### src/rtl/ex_mem_skid_stage_pkg.sv
// Shared widths and packed-payload layout for the EX->MEM pipeline stage.
// Payload layout (LSB first): mem_w, mem_r, wb, dest, val_Rm, alu_res.
package ex_mem_skid_stage_pkg;

    localparam int REGISTER_LEN    = 32;
    localparam int REG_ADDRESS_LEN = 4;

    localparam int CTRL_LEN  = 3;
    localparam int MEM_W_BIT = 0;
    localparam int MEM_R_BIT = 1;
    localparam int WB_BIT    = 2;
    localparam int DEST_OFS  = CTRL_LEN;

    function automatic int payload_len(input int dw, input int aw);
        return CTRL_LEN + 2 * dw + aw;
    endfunction

    function automatic int val_rm_ofs(input int aw);
        return DEST_OFS + aw;
    endfunction

    function automatic int alu_res_ofs(input int dw, input int aw);
        return DEST_OFS + aw + dw;
    endfunction

    localparam int EX_MEM_PAYLOAD_LEN = payload_len(REGISTER_LEN, REG_ADDRESS_LEN);

endpackage

### src/rtl/ex_mem_skid_stage_payload_reg.sv
// One held pipeline entry: packed payload register with load and a
// control-only clear that turns the entry into a bubble without touching data.
module ex_mem_payload_reg
    import ex_mem_skid_stage_pkg::*;
#(
    parameter int W = EX_MEM_PAYLOAD_LEN
) (
    input  logic         clk,
    input  logic         rst,
    input  logic         ld,
    input  logic         clr_ctrl,
    input  logic [W-1:0] d,
    output logic [W-1:0] q
);

    always_ff @(posedge clk) begin
        if (rst) begin
            q <= '0;
        end else if (ld) begin
            q <= d;
        end else if (clr_ctrl) begin
            q[CTRL_LEN-1:0] <= '0;
        end
    end

endmodule

### src/rtl/ex_mem_skid_stage.sv
// EX->MEM stage with a 2-entry skid buffer (main + skid); in_ready is a pure
// register output so MEM stalls never form a combinational path into EX.
module ex_mem_skid_stage
    import ex_mem_skid_stage_pkg::*;
#(
    parameter int DATA_W = REGISTER_LEN,
    parameter int ADDR_W = REG_ADDRESS_LEN
) (
    input  logic              clk,
    input  logic              rst,
    input  logic              flush,
    input  logic              in_valid,
    output logic              in_ready,
    input  logic              wb_en_in,
    input  logic              mem_r_en_in,
    input  logic              mem_w_en_in,
    input  logic [DATA_W-1:0] alu_res_in,
    input  logic [DATA_W-1:0] val_Rm_in,
    input  logic [ADDR_W-1:0] dest_in,
    output logic              out_valid,
    input  logic              out_ready,
    output logic              wb_en_out,
    output logic              mem_r_en_out,
    output logic              mem_w_en_out,
    output logic [DATA_W-1:0] alu_res_out,
    output logic [DATA_W-1:0] val_Rm_out,
    output logic [ADDR_W-1:0] dest_out,
    output logic              skid_wb_en,
    output logic [ADDR_W-1:0] skid_dest,
    output logic [1:0]        occupancy
);

    localparam int PW      = payload_len(DATA_W, ADDR_W);
    localparam int VRM_OFS = val_rm_ofs(ADDR_W);
    localparam int ALU_OFS = alu_res_ofs(DATA_W, ADDR_W);

    logic          skid_valid;
    logic          out_valid_nxt, skid_valid_nxt;
    logic          main_ld, main_clr, skid_ld, skid_clr, drain;
    logic          in_fire, out_fire;
    logic [PW-1:0] in_payload, main_d, main_q, skid_q;

    assign in_payload = {alu_res_in, val_Rm_in, dest_in, wb_en_in, mem_r_en_in, mem_w_en_in};
    assign in_fire    = in_valid & ~skid_valid;
    assign out_fire   = out_valid & out_ready;
    assign main_d     = drain ? skid_q : in_payload;

    always_comb begin
        out_valid_nxt  = out_valid;
        skid_valid_nxt = skid_valid;
        main_ld        = 1'b0;
        main_clr       = 1'b0;
        skid_ld        = 1'b0;
        skid_clr       = 1'b0;
        drain          = 1'b0;
        if (flush) begin
            out_valid_nxt  = 1'b0;
            skid_valid_nxt = 1'b0;
            main_clr       = 1'b1;
            skid_clr       = 1'b1;
        end else if (skid_valid && out_fire) begin
            // Emptied skid is also cleared so its control bits read as a bubble.
            drain          = 1'b1;
            main_ld        = 1'b1;
            skid_clr       = 1'b1;
            skid_valid_nxt = 1'b0;
        end else if (in_fire) begin
            if (!out_valid || out_ready) begin
                main_ld       = 1'b1;
                out_valid_nxt = 1'b1;
            end else begin
                skid_ld        = 1'b1;
                skid_valid_nxt = 1'b1;
            end
        end else if (out_fire) begin
            out_valid_nxt = 1'b0;
            main_clr      = 1'b1;
        end
    end

    always_ff @(posedge clk) begin
        if (rst) begin
            out_valid  <= 1'b0;
            skid_valid <= 1'b0;
            in_ready   <= 1'b1;
            occupancy  <= 2'd0;
        end else begin
            out_valid  <= out_valid_nxt;
            skid_valid <= skid_valid_nxt;
            in_ready   <= ~skid_valid_nxt;
            occupancy  <= {1'b0, out_valid_nxt} + {1'b0, skid_valid_nxt};
        end
    end

    ex_mem_payload_reg #(.W(PW)) u_main (
        .clk      (clk),
        .rst      (rst),
        .ld       (main_ld),
        .clr_ctrl (main_clr),
        .d        (main_d),
        .q        (main_q)
    );

    ex_mem_payload_reg #(.W(PW)) u_skid (
        .clk      (clk),
        .rst      (rst),
        .ld       (skid_ld),
        .clr_ctrl (skid_clr),
        .d        (in_payload),
        .q        (skid_q)
    );

    assign wb_en_out    = main_q[WB_BIT];
    assign mem_r_en_out = main_q[MEM_R_BIT];
    assign mem_w_en_out = main_q[MEM_W_BIT];
    assign dest_out     = main_q[DEST_OFS +: ADDR_W];
    assign val_Rm_out   = main_q[VRM_OFS +: DATA_W];
    assign alu_res_out  = main_q[ALU_OFS +: DATA_W];

    // Skid data holds after a drain, so the hazard view is masked by valid.
    assign skid_wb_en = skid_valid & skid_q[WB_BIT];
    assign skid_dest  = skid_valid ? skid_q[DEST_OFS +: ADDR_W] : '0;

endmodule

### config.mk
export PLATFORM = sky130hd
export DESIGN_NAME = ex_mem_skid_stage
export DESIGN_NICKNAME = d
export VERILOG_FILES = /design/src/rtl/ex_mem_skid_stage_pkg.sv /design/src/rtl/ex_mem_skid_stage_payload_reg.sv /design/src/rtl/ex_mem_skid_stage.sv
export SDC_FILE = /design/constraint.sdc
export NUM_CORES = 1
export LEC_CHECK = 0
export BUFFER_PORTS_ARGS = -buffer_cell sky130_fd_sc_hd__buf_2
export CAP_MARGIN = 25
export CORE_ASPECT_RATIO = 2
export CORE_MARGIN = 5
export CORE_UTILIZATION = 50
export DETAILED_ROUTE_END_ITERATION = 12
export GPL_TIMING_DRIVEN = 0
export PLACE_DENSITY = 0.76
export SLEW_MARGIN = 20
export SYNTH_ARGS = -nofsm -noshare
export SYNTH_HDL_FRONTEND = slang
export SYNTH_SLANG_ARGS = --single-unit
### constraint.sdc
create_clock -name clk -period 2.82 [get_ports clk]
set_input_delay 0.141 -clock clk [delete_from_list [all_inputs] [get_ports clk]]
set_output_delay 0.141 -clock clk [all_outputs]
set_load 0.02 [all_outputs]
-- Word-level counts from Yosys, hierarchy flattened
Index checks and enable logic that the tools add are counted.
Widths: inputs -> output; s select.
- word-level logic and storage cells: 49
- input bits: 76
- bits in registers: 147
- add/sub/neg operators: 1
- multiplexer cells: 30
- bitwise logic cells: 5
- reduce and logical (&&, ||, !) cells: 5
- operator list (cell ; count):
    $mux 71 ; 1
    $mux 1 ; 24
    $mux 3 ; 4
    $mux 4 ; 1
    $reduce_bool 2->1 ; 2
    $and 1x1->1 ; 3
    $add 1x1->2 ; 1
    $not 1->1 ; 2
    $logic_and 1x1->1 ; 1
    $logic_not 1->1 ; 1
    $logic_or 1x1->1 ; 1

-- Longest topological paths before layout
Gate-level depths: netlist of run 1.
- word-level depth: 7
- mapped depth: 7
- depth with buffers taken out: 5

-- Cells and area by module
From an unflattened synthesis of run 1, not the netlist that was laid out.
- cell total of the unflattened synthesis: 577
- area total of the unflattened synthesis: 6502.5 µm²
- by module, submodules not included (module ; sequential area each (µm²) ; area an instance (µm²) ; cells each ; times used):
    ex_mem_payload_reg ; 1421.4 ; 2503.7 ; 232 ; 2
    ex_mem_skid_stage ; 100.1 ; 1495.2 ; 113 ; 1

-- Worst setup path before layout of run 1
No wires, ideal clock.
- path kind: register to register
- from: reg out_valid
- to: reg u_main.q[10]
- stages on the path, launching flop included: 8
- arrival time: 1524 ps
- library setup time: 91 ps
- path slack: 1205 ps
- path through: dfxtp_1 buf_2 and4b_1 buf_2 buf_6 buf_2 nand2_1 a311oi_1
- word-level cells in the longest chain between the ends: 6
- RTL lines (item ; line ; source):
    start: declaration ; ex_mem_skid_stage.sv:20 ; output logic out_valid,
    start signal: assignment ; ex_mem_skid_stage.sv:88 ; out_valid <= out_valid_nxt;
    $logic_not 1->1 ; ex_mem_skid_stage.sv:68 ; if (!out_valid || out_ready) begin
    $logic_or 1x1->1 ; ex_mem_skid_stage.sv:68 ;
    $mux 1 ; ex_mem_skid_stage.sv:68 ;
    $mux 1 ; ex_mem_skid_stage.sv:67 ; end else if (in_fire) begin
    $mux 1 ; ex_mem_skid_stage.sv:61 ; end else if (skid_valid && out_fire) begin
    $mux 1 ; ex_mem_skid_stage.sv:56 ; if (flush) begin
    end signal: assignment ; ex_mem_skid_stage_payload_reg.sv:18 ; q <= '0;
    end signal: assignment ; ex_mem_skid_stage_payload_reg.sv:20 ; q <= d;
    end signal: indexed assignment ; ex_mem_skid_stage_payload_reg.sv:22 ; q[CTRL_LEN-1:0] <= '0;
    end: declaration ; ex_mem_skid_stage_payload_reg.sv:13 ; output logic [W-1:0] q
Several ways; a longest one is shown, not always the timed one.
A chain may end at the register's enable or synchronous reset.

-- Final worst setup path of run 1
- from: reg out_valid
- to: reg u_main.q[22]
Same word-level chain as after synthesis.

==> results of run 1 <==
==> sequential cells by signal, summed over array words and instances, names as in the netlist <==
| register | flops |
|---|---|
| skid_valid | 1 |
| in_ready | 1 |
| out_valid | 1 |
| u_main.q | 71 |
| u_skid.q | 71 |
| occupancy | 2 |
==> critical path, stage by stage (launching register included) <==
cell	delay, ns
dfxtp_1	0.30
buf_2	0.17
nand2b_1	0.17
buf_2	0.31
buf_1	0.44
a211oi_1	0.17
a311oi_1	0.27
==> where the power goes <==
| group | total [mW] | switching [mW] | leakage (nW) | internal (mW) |
|---|---|---|---|---|
| logic | 0.631 | 0.377 | 1.85 | 0.254 |
| clock network | 2.23 | 0.910 | 0.276 | 1.32 |
| registers | 2.20 | 0.0443 | 1.20 | 2.16 |
==> logic make-up after synthesis <==
| group | count (synthesis) | share of synthesized area [%] |
|---|---|---|
| muxes | 3 | 0.4736 |
| DFF | 147 | 46.41 |
| and+or+nand+nor | 221 | 15.59 |
| AOI/OAI and AO/OA | 291 | 30.19 |
| adders and majority gates | 1 | 0.1973 |
| buffers and inverters | 96 | 7.143 |
==> layout by cell type (no fill, tap or decap), drive strengths merged, types with 2 or more instances in the layout <==
cell type,n
inv,4
buf,189
bufinv,2
dlygate4sd3,57
a32oi,3
a211oi,66
clkinv,5
a311oi,65
dfxtp,147
o21ai,70
nand3,71
nor2b,2
and2,6
o2bb2ai,3
nor3b,2
nand2,131
nand2b,2
nor4,2
a21oi,76
mux2i,3
clkbuf,78
o211ai,6
clkinvlp,3
==> what timing repair did <==
| action | CTS | global route |
|---|---|---|
| endpoints found under the setup margin | 0 | 0 |
| endpoints found under the hold margin | 64 | 1 |
| hold buffers | 56 | 1 |
==> through the flow <==
| step | utilization (%) | hold slack (ns) | std cells | worst slack, ns |
|---|---|---|---|---|
| 3_3_place_gp | 58.48 | 0.4067 | 1063 | 0.9544 |
| 5_1_grt | 67.66 | 0.009177 | 1151 | 0.7491 |
| 6_report | 67.66 | 0.005304 | 1151 | 0.8922 |
| 3_5_place_dp | 58.48 | 0.4118 | 1063 | 0.9205 |
| 4_1_cts | 67.58 | 0.0004370 | 1150 | 0.9009 |
| 2_1_floorplan | - | 0.2887 | 759 | 1.205 |
==> routing by layer <==
| metal | routed length (µm) | vias to the layer above | share of wire, % | GRT usage [%] |
|---|---|---|---|---|
| met3 | 1099 | 74 | 5.2 | 5.734 |
| met5 | 0 | - | 0 | 0 |
| met4 | 932 | 0 | 4.4 | 15.10 |
| met2 | 11430 | 262 | 54 | 50.26 |
| li1 | - | 3275 | - | - |
| met1 | 7711 | 3225 | 36 | 29.72 |
==> area by class of cell <==
type / instances / area [µm²]
multi-input cells: 516 / 2945
well taps: 150 / 187.7
inverters: 2 / 7.507
plain buffers: 94 / 445.4
fillers: 1114 / 4036
repair buffers: 211 / 1341
flip-flops and latches: 147 / 2943
clock inverters: 12 / 132.6
clock buffers: 19 / 442.9
==> path summary, 6_finish.rpt <==
check / from / to / slack, ns
setup reg to reg: out_valid / u_main.q[22] / 0.89
hold reg to reg: u_main.q[2] / u_main.q[2] / 0.47
setup / recovery: out_valid / u_main.q[22] / 0.89
hold / removal: dest_in[3] / u_skid.q[6] / 0.005
==> impl_metrics.py, run 1 <==
metrics = {
    "status": {
        "outcome": "complete, no violations",
    },
    "power_and_ir_drop": {
        "power_leakage_nw": 3.327,
        "max-vdd-ir-drop_mv": 0.4628,
        "p_total_mw": 5.065,
        "p_per_area_nw_per_um2": 599.7,
    },
    "setup_path": {
        "crit_path_start_kind": "flip-flop",
        "worstPathArrival_ns": 2.25,
        "critical_path_required_ns": 3.15,
        "path_max_fanout": 10,
        "crit_type": "reg -> reg",
        "cp-end-kind": "flip-flop",
        "reg2reg_depth": 6,
    },
    "global_route": {
        "track_usage_pct": 28.16,
        "grt_pass1_vias": 6876,
        "grt_max_degree": 17,
        "antenna_found_initial": 0,
        "grt-ovfl-total": 0,
        "grt_first_pass_wirelength_um": 33580,
    },
    "placed_design": {
        "placed_area_um2": 7300,
        "dp_hpwl_um": 14940,
        "port_buffers": 154,
        "routabilityCongestion": 0.8521,
    },
    "route": {
        "vias": 6836,
        "antenna_left": 0,
        "routed_via_density": 5.939,
        "wirelength_um": 21180,
        "routedWlPerCell_um": 18.40,
        "drc": 0,
        "dr.pass1.iters": 7,
        "first_iter_violations": 488,
    },
    "sta": {
        "slew_violations": 0,
        "final.setup.tns_ns": 0,
        "period_share_pct": 68.36,
        "setup_viol": 0,
        "fmax_ghz": 0.5187,
        "final_hold_viol_count": 0,
        "finClkSkew_ns": 0.01022,
        "relSlewSlack_pct": 58.89,
        "rsz0062_at_grt": "no",
        "fin_crit_ns": 1.928,
        "tightest_slew_ns": 0.6166,
    },
    "synth": {
        "ys_warn_count": 0,
        "synth_cell_types": 32,
        "synth-edff-count": 0,
        "syn_nets": 836,
        "yosys-top-cells-area": "dfxtp_1, a311oi_1, a211oi_1, nand2_1, a21oi_1",
        "yosysTopAreaCell": "dfxtp_1",
        "netlist_area_um2": 6341,
        "async_reset_ff_share_pct": 0,
        "synth_common_cells": "dfxtp_1, nand2_1, a21oi_1",
        "syn_avg_cell_area_um2": 8.355,
        "synth_cells": 759,
        "ys_seq_elements": 147,
        "yosysSeqAreaShare_pct": 46.41,
        "yosysMostFrequentCell": "dfxtp_1",
        "synth_ff_type": "dfxtp_1",
        "yosysTopAreaCellShare_pct": 46.41,
    },
    "floorplanning": {
        "die_y_um": 169.3,
        "initial_core_util_pct": 50.80,
        "io_pins": 156,
        "rows": 58,
        "die_w_um": 89.63,
        "die_area_um2": 15170,
        "core_um2": 12480,
    },
    "cts": {
        "ctsResizeCount": 0,
        "ctsHtreeMaxLevel": 4,
        "clkTransAtPathRegs_ns": 0.06,
        "cts_tree": "yes",
        "worstSkewPairLatency_ns": 0.42,
        "cts_sinks": 147,
        "numCtsBuffers": 17,
        "clk_path_buf_depth": 2,
        "root_buffer": "clkbuf_16",
        "post_cts_buffers": 0,
    },
    "layout": {
        "fin_area_um2": 8446,
        "final_nets": 1066,
        "drive_above_1_share_pct": 21.78,
        "syn_to_final_growth_pct": 33.19,
        "n_antenna_cell": 0,
    },
    "hold_path": {
        "holdPathStages": 3,
        "hp-class": "in -> reg",
    },
    "flow_run": {
        "maxCapViolCount": 0,
    },
}
Power figures use the tool's default switching activity.
==> run 2, diff against run 1 <==
--- a/config.mk
+++ b/config.mk
@@ -5,6 +5,7 @@
 export SDC_FILE = /design/constraint.sdc
 export NUM_CORES = 1
 export LEC_CHECK = 0
+export ABC_AREA = 1
 export BUFFER_PORTS_ARGS = -buffer_cell sky130_fd_sc_hd__buf_2
 export CAP_MARGIN = 25
 export CORE_ASPECT_RATIO = 2
@@ -12,7 +13,7 @@
 export CORE_UTILIZATION = 50
 export DETAILED_ROUTE_END_ITERATION = 12
 export GPL_TIMING_DRIVEN = 0
-export PLACE_DENSITY = 0.76
+export PLACE_DENSITY = 0.74
 export SLEW_MARGIN = 20
 export SYNTH_ARGS = -nofsm -noshare
 export SYNTH_HDL_FRONTEND = slang
==> constraint.sdc (replaced) <==
create_clock -name clk -period 1.8 [get_ports clk]
set_input_delay 0.09 -clock clk [delete_from_list [all_inputs] [get_ports clk]]
set_output_delay 0.09 -clock clk [all_outputs]
set_load 0.02 [all_outputs]
==> impl_metrics.py, run 2 <==
metrics = {
    "status": {
        "outcome": "complete, no violations",
    },
    "layout": {
        "final_common_cell": "buf_2",
        "fin_area_um2": 9350,
        "syn_to_final_growth_pct": 32.62,
        "final_cell_mix": "buf_2, nand2_1, inv_1, dfxtp_1, nand3_1",
        "top_regs": "u_main.q: 71 flops, u_skid.q: 71 flops, occupancy: 2 flops",
        "drive_above_1_share_pct": 32.21,
        "final_nets": 1226,
        "n_antenna_cell": 0,
    },
    "synth": {
        "synth_cells": 905,
        "async_reset_ff_share_pct": 0,
        "yosysTopAreaCellShare_pct": 41.74,
        "syn_avg_cell_area_um2": 7.791,
        "yosys-top-cells-area": "dfxtp_1, nand2_1, inv_1, nand3_1, a21oi_2",
        "ys_seq_elements": 147,
        "netlist_area_um2": 7051,
        "synth-edff-count": 0,
        "synth_ff_type": "dfxtp_1",
        "yosysSeqAreaShare_pct": 41.74,
        "yosysTopAreaCell": "dfxtp_1",
        "synth_common_cells": "nand2_1, inv_1, dfxtp_1",
        "synth_cell_types": 26,
        "syn_nets": 982,
        "yosysMostFrequentCell": "nand2_1",
        "ys_warn_count": 0,
    },
    "route": {
        "drc": 0,
        "vias": 6710,
        "routed_via_density": 4.970,
        "wirelength_um": 19790,
        "first_iter_violations": 251,
        "antenna_left": 0,
        "routedWlPerCell_um": 14.66,
        "dr.pass1.iters": 5,
    },
    "floorplanning": {
        "die_area_um2": 16720,
        "core_um2": 13890,
        "die_y_um": 177.9,
        "die_w_um": 93.97,
        "initial_core_util_pct": 50.76,
        "rows": 61,
        "io_pins": 156,
    },
    "hold_path": {
        "hp-class": "in -> reg",
    },
    "power_and_ir_drop": {
        "p_switching_mw": 2.036,
        "clock_power_share_pct": 44.7,
        "power_leakage_nw": 4.146,
        "swShare_pct": 25.74,
        "power.share.combinational_pct": 12.2,
        "p_per_area_nw_per_um2": 845.9,
        "max-vdd-ir-drop_mv": 0.8868,
        "p_total_mw": 7.910,
        "cellInternalPower_mw": 5.874,
        "pwr-share-seq_pct": 43.1,
    },
    "setup_path": {
        "max_stage_delay_ns": 0.34,
        "critical_path_required_ns": 2.08,
        "path_max_fanout": 10,
        "slowest_stage": "dfxtp_1",
        "crit_path_cell_trace": "buf_6, nand3_2, nor2_4, buf_2, nand2_1, nand3_1, a21oi_1",
        "crit_path_start_kind": "flip-flop",
        "cp-end-kind": "flip-flop",
        "critPathBufInv": 2,
        "cp_top_family": "simple AND/OR/NAND/NOR gates",
        "crit_type": "reg -> reg",
        "worstPathArrival_ns": 1.86,
    },
    "global_route": {
        "grt-ovfl-total": 0,
        "track_usage_pct": 24.19,
        "grt_pass1_vias": 6665,
        "antenna_found_initial": 1,
        "grt_first_pass_wirelength_um": 32020,
        "grt_max_degree": 17,
    },
    "placed_design": {
        "placed_area_um2": 8058,
        "dp_hpwl_um": 14200,
        "port_buffers": 154,
        "routabilityCongestion": 0.8408,
        "post-place-ws_ns": 0.2261,
    },
    "flow_run": {
        "maxCapViolCount": 0,
    },
    "sta": {
        "fmax_ghz": 0.6328,
        "fin_ws_ns": 0.2197,
        "fin_crit_ns": 1.580,
        "rsz0062_at_grt": "no",
        "period_share_pct": 87.79,
        "final_hold_viol_count": 0,
        "setup_viol": 0,
        "finClkSkew_ns": 0.01032,
        "tightest_slew_ns": 0.7295,
        "slew_violations": 0,
        "final.setup.tns_ns": 0,
        "relSlewSlack_pct": 51.37,
    },
    "cts": {
        "cts_tree": "yes",
        "numCtsBuffers": 17,
        "ctsHtreeMaxLevel": 4,
        "root_buffer": "clkbuf_16",
        "cts_sinks": 147,
        "worstSkewPairLatency_ns": 0.42,
        "clk_path_buf_depth": 2,
        "clkTransAtPathRegs_ns": 0.06,
    },
}
==> run 2: cell families (layout without fill, tap and decap cells) <==
kind of cell / Yosys count / in the layout / synth area share, %
buffers and inverters: 224 / 480 / 14.94
AO/OA/AOI/OAI: 205 / 205 / 19.88
flip-flops: 147 / 147 / 41.74
AND/OR/NAND/NOR: 328 / 328 / 23.27
adder cells (fa/ha/maj): 1 / 1 / 0.1774
==> run 2: worst min-delay path: cells and delay by family <==
| family | cells | cell delay [ns] |
|---|---|---|
| buffers and inverters | 2 | 0.21 |
| AND/OR/NAND/NOR | 2 | 0.15 |
==> run 2: layout make-up <==
| cell class | count | area [µm²] |
|---|---|---|
| fillers | 1204 | 4541 |
| flip-flops and latches | 147 | 2943 |
| well taps | 189 | 236.5 |
| inverters | 157 | 589.3 |
| multi-input cells | 534 | 3054 |
| clock buffers | 19 | 452.9 |
| repair buffers | 225 | 1481 |
| clock inverters | 12 | 128.9 |
| plain buffers | 67 | 464.2 |
==> run 2: metal layers <==
metal,wire length [µm],up-vias,track usage [%]
met3,903,64,4.794
met5,7,-,0
met1,7228,3078,25.01
met4,853,2,12.00
li1,-,3370,-
met2,10800,196,45.09
==> run 2: worst paths after layout <==
check / startpoint / end / slack (ns) / depth (start not counted)
setup / recovery: skid_valid / u_main.q[68] / 0.22 / 7
hold / removal: flush / out_valid / 0.08 / 4
setup reg to reg: skid_valid / u_main.q[68] / 0.22 / 7
hold reg to reg: u_skid.q[69] / u_skid.q[69] / 0.45 / 2
==> run 2: repair_timing <==
item                                   4_1_cts  5_1_grt
setup buffers                                0        0
endpoints found under the hold margin       74        0
gates resized for setup                      0        0
hold buffers                                71        0
==> run 2: power by group through the flow <==
| stage | clock network, mW | registers [mW] | logic [mW] |
|---|---|---|---|
| after floorplan | 0 | 3.58 | 0.431 |
| after global placement | 0 | 3.48 | 0.829 |
| after detailed placement | 0 | 3.48 | 0.839 |
| after CTS | 3.58 | 3.41 | 0.964 |
| after global routing | 3.72 | 3.42 | 1.06 |
| final | 3.54 | 3.41 | 0.963 |
==> run 2: stage by stage <==
stage | util (%) | std cells | hold WS, ns
6_report | 67.31 | 1350 | 0.07720
2_1_floorplan | - | 905 | 0.2357
3_5_place_dp | 58.01 | 1248 | 0.3543
4_1_cts | 67.31 | 1350 | 0.05761
5_1_grt | 67.31 | 1350 | 0.09565
3_3_place_gp | 58.01 | 1248 | 0.3383
==> run 3, diff against run 2 <==
--- a/config.mk
+++ b/config.mk
@@ -11,6 +11,7 @@
 export CORE_ASPECT_RATIO = 2
 export CORE_MARGIN = 5
 export CORE_UTILIZATION = 50
+export CTS_CLUSTER_SIZE = 20
 export DETAILED_ROUTE_END_ITERATION = 12
 export GPL_TIMING_DRIVEN = 0
 export PLACE_DENSITY = 0.74
==> constraint.sdc (replaced) <==
create_clock -name clk -period 1.7 [get_ports clk]
set_input_delay 0.085 -clock clk [delete_from_list [all_inputs] [get_ports clk]]
set_output_delay 0.085 -clock clk [all_outputs]
set_load 0.02 [all_outputs]
==> impl_metrics.py, run 3 (synthesis gave the netlist of run 2 again) <==
metrics = {
    "cts": {
        "clk_path_buf_depth": 2,
        "cts_sinks": 147,
        "ctsHtreeMaxLevel": 4,
        "root_buffer": "clkbuf_16",
        "worstSkewPairLatency_ns": 0.42,
        "post_cts_buffers": 0,
        "numCtsBuffers": 17,
        "clkTransAtPathRegs_ns": 0.06,
        "cts_tree": "yes",
    },
    "floorplanning": {
        "core_um2": 13890,
        "initial_core_util_pct": 50.76,
        "io_pins": 156,
        "rows": 61,
        "die_area_um2": 16720,
        "die_y_um": 177.9,
        "die_w_um": 93.97,
    },
    "sta": {
        "tightest_slew_ns": 0.7295,
        "fin_crit_ns": 1.577,
        "finClkSkew_ns": 0.009926,
        "final.setup.tns_ns": 0,
        "relSlewSlack_pct": 51.37,
        "slew_violations": 0,
        "period_share_pct": 92.78,
        "rsz0062_at_grt": "no",
        "setup_viol": 0,
        "final_hold_viol_count": 0,
        "fmax_ghz": 0.6340,
    },
    "global_route": {
        "antenna_found_initial": 1,
        "track_usage_pct": 24.19,
        "grt-ovfl-total": 0,
        "grt_pass1_vias": 6665,
        "grt_first_pass_wirelength_um": 32020,
        "grt_max_degree": 17,
    },
    "route": {
        "first_iter_violations": 250,
        "routedWlPerCell_um": 14.65,
        "top_layer_used": "met5",
        "dr.pass1.iters": 5,
        "dr_wl_met2_um": 10760,
        "vias": 6714,
        "wl_met3_um": 911,
        "antenna_left": 0,
        "drc": 0,
        "drt-met1-wl_um": 7243,
        "routed_via_density": 4.973,
        "wirelength_um": 19780,
    },
    "setup_path": {
        "max_stage_delay_ns": 0.34,
        "crit_end": "u_main.q[68]",
        "r2r-end": "u_main.q[68]",
        "path_max_fanout": 10,
        "crit_path_start_kind": "flip-flop",
        "cp-end-kind": "flip-flop",
        "critical_path_required_ns": 1.98,
        "crit_path_cell_trace": "buf_6, nand3_2, nor2_4, buf_2, nand2_1, nand3_1, a21oi_1",
        "worstPathArrival_ns": 1.86,
        "r2r_slack_ns": 0.12,
        "reg2reg_depth": 7,
        "rr_startpoint": "skid_valid",
        "critPathLaunch": "skid_valid",
        "crit_type": "reg -> reg",
        "slowest_stage": "dfxtp_1",
    },
    "flow_run": {
        "maxCapViolCount": 0,
    },
    "placed_design": {
        "dp_hpwl_um": 14200,
        "routabilityCongestion": 0.8408,
        "port_buffers": 154,
        "placed_area_um2": 8058,
    },
    "power_and_ir_drop": {
        "power_leakage_nw": 4.145,
        "p_per_area_nw_per_um2": 895.4,
        "max-vdd-ir-drop_mv": 0.9400,
    },
    "hold_path": {
        "holdPathStages": 4,
        "min_from": "flush",
        "hp-class": "in -> reg",
    },
    "layout": {
        "fin_area_um2": 9353,
        "final_common_cell": "buf_2",
        "final_cell_mix": "buf_2, nand2_1, inv_1, dfxtp_1, nand3_1",
        "final_nets": 1226,
        "drive_above_1_share_pct": 32.21,
        "top_regs": "u_main.q: 71 flops, u_skid.q: 71 flops, occupancy: 2 flops",
        "n_antenna_cell": 0,
        "syn_to_final_growth_pct": 32.65,
    },
    "status": {
        "outcome": "complete, no violations",
    },
}
-- run 3: final cells by class --
| type | instances | area, µm² |
|---|---|---|
| multi-input combinational | 534 | 3054 |
| inverter | 157 | 589.3 |
| buffer | 67 | 466.7 |
| sequential | 147 | 2943 |
| timing repair buffer | 225 | 1481 |
| fill | 1204 | 4538 |
| clock inverter | 12 | 128.9 |
| tap | 189 | 236.5 |
| clock buffer | 19 | 452.9 |
-- run 3: worst min-delay path by stage --
stage / slack (ns) / to
after CTS: 0.05 / out_valid
final: 0.07 / out_valid
after global placement: 0.33 / u_skid.q[6]
after detailed placement: 0.35 / u_skid.q[27]
after floorplan: 0.23 / u_skid.q[6]
after global routing: 0.09 / out_valid
-- run 3: timing repair --
item	CTS	global route
endpoints found under the setup margin	0	2
hold endpoints to repair	74	0
resized for setup	0	1
hold buffers	71	0
-- run 3: critical path, delay by kind of cell (launching register included) --
family / cells / cell delay (ns)
and+or+nand+nor: 4 / 0.60
buffers and inverters: 2 / 0.43
AOI/OAI and AO/OA: 1 / 0.07
DFF: 1 / 0.34
-- run 3: layer usage --
metal | global-route usage [%] | vias to the layer above
li1 | - | 3369
met1 | 25.01 | 3075
met2 | 45.09 | 201
met3 | 4.794 | 67
met4 | 12.00 | 2
met5 | 0 | -
-- run 3: where the power goes --
group	total (mW)	internal (mW)	switching [mW]
Sequential	3.61	3.55	0.0576
Combinational	1.02	0.435	0.586
Clock	3.74	2.23	1.51
-- run 3: metrics by stage --
| stage | hold slack [ns] | cells | power [mW] | setup WS, ns | utilization [%] |
|---|---|---|---|---|---|
| finish | 0.07147 | 1350 | 8.375 | 0.1228 | 67.33 |
| global route | 0.09065 | 1350 | 8.673 | 0.01343 | 67.33 |
| CTS | 0.05261 | 1350 | 8.418 | 0.1111 | 67.31 |
| detailed placement | 0.3493 | 1248 | 4.575 | 0.1261 | 58.01 |
| global placement | 0.3333 | 1248 | 4.561 | 0.1577 | 58.01 |
| floorplan | 0.2307 | 905 | 4.241 | 0.2438 | - |
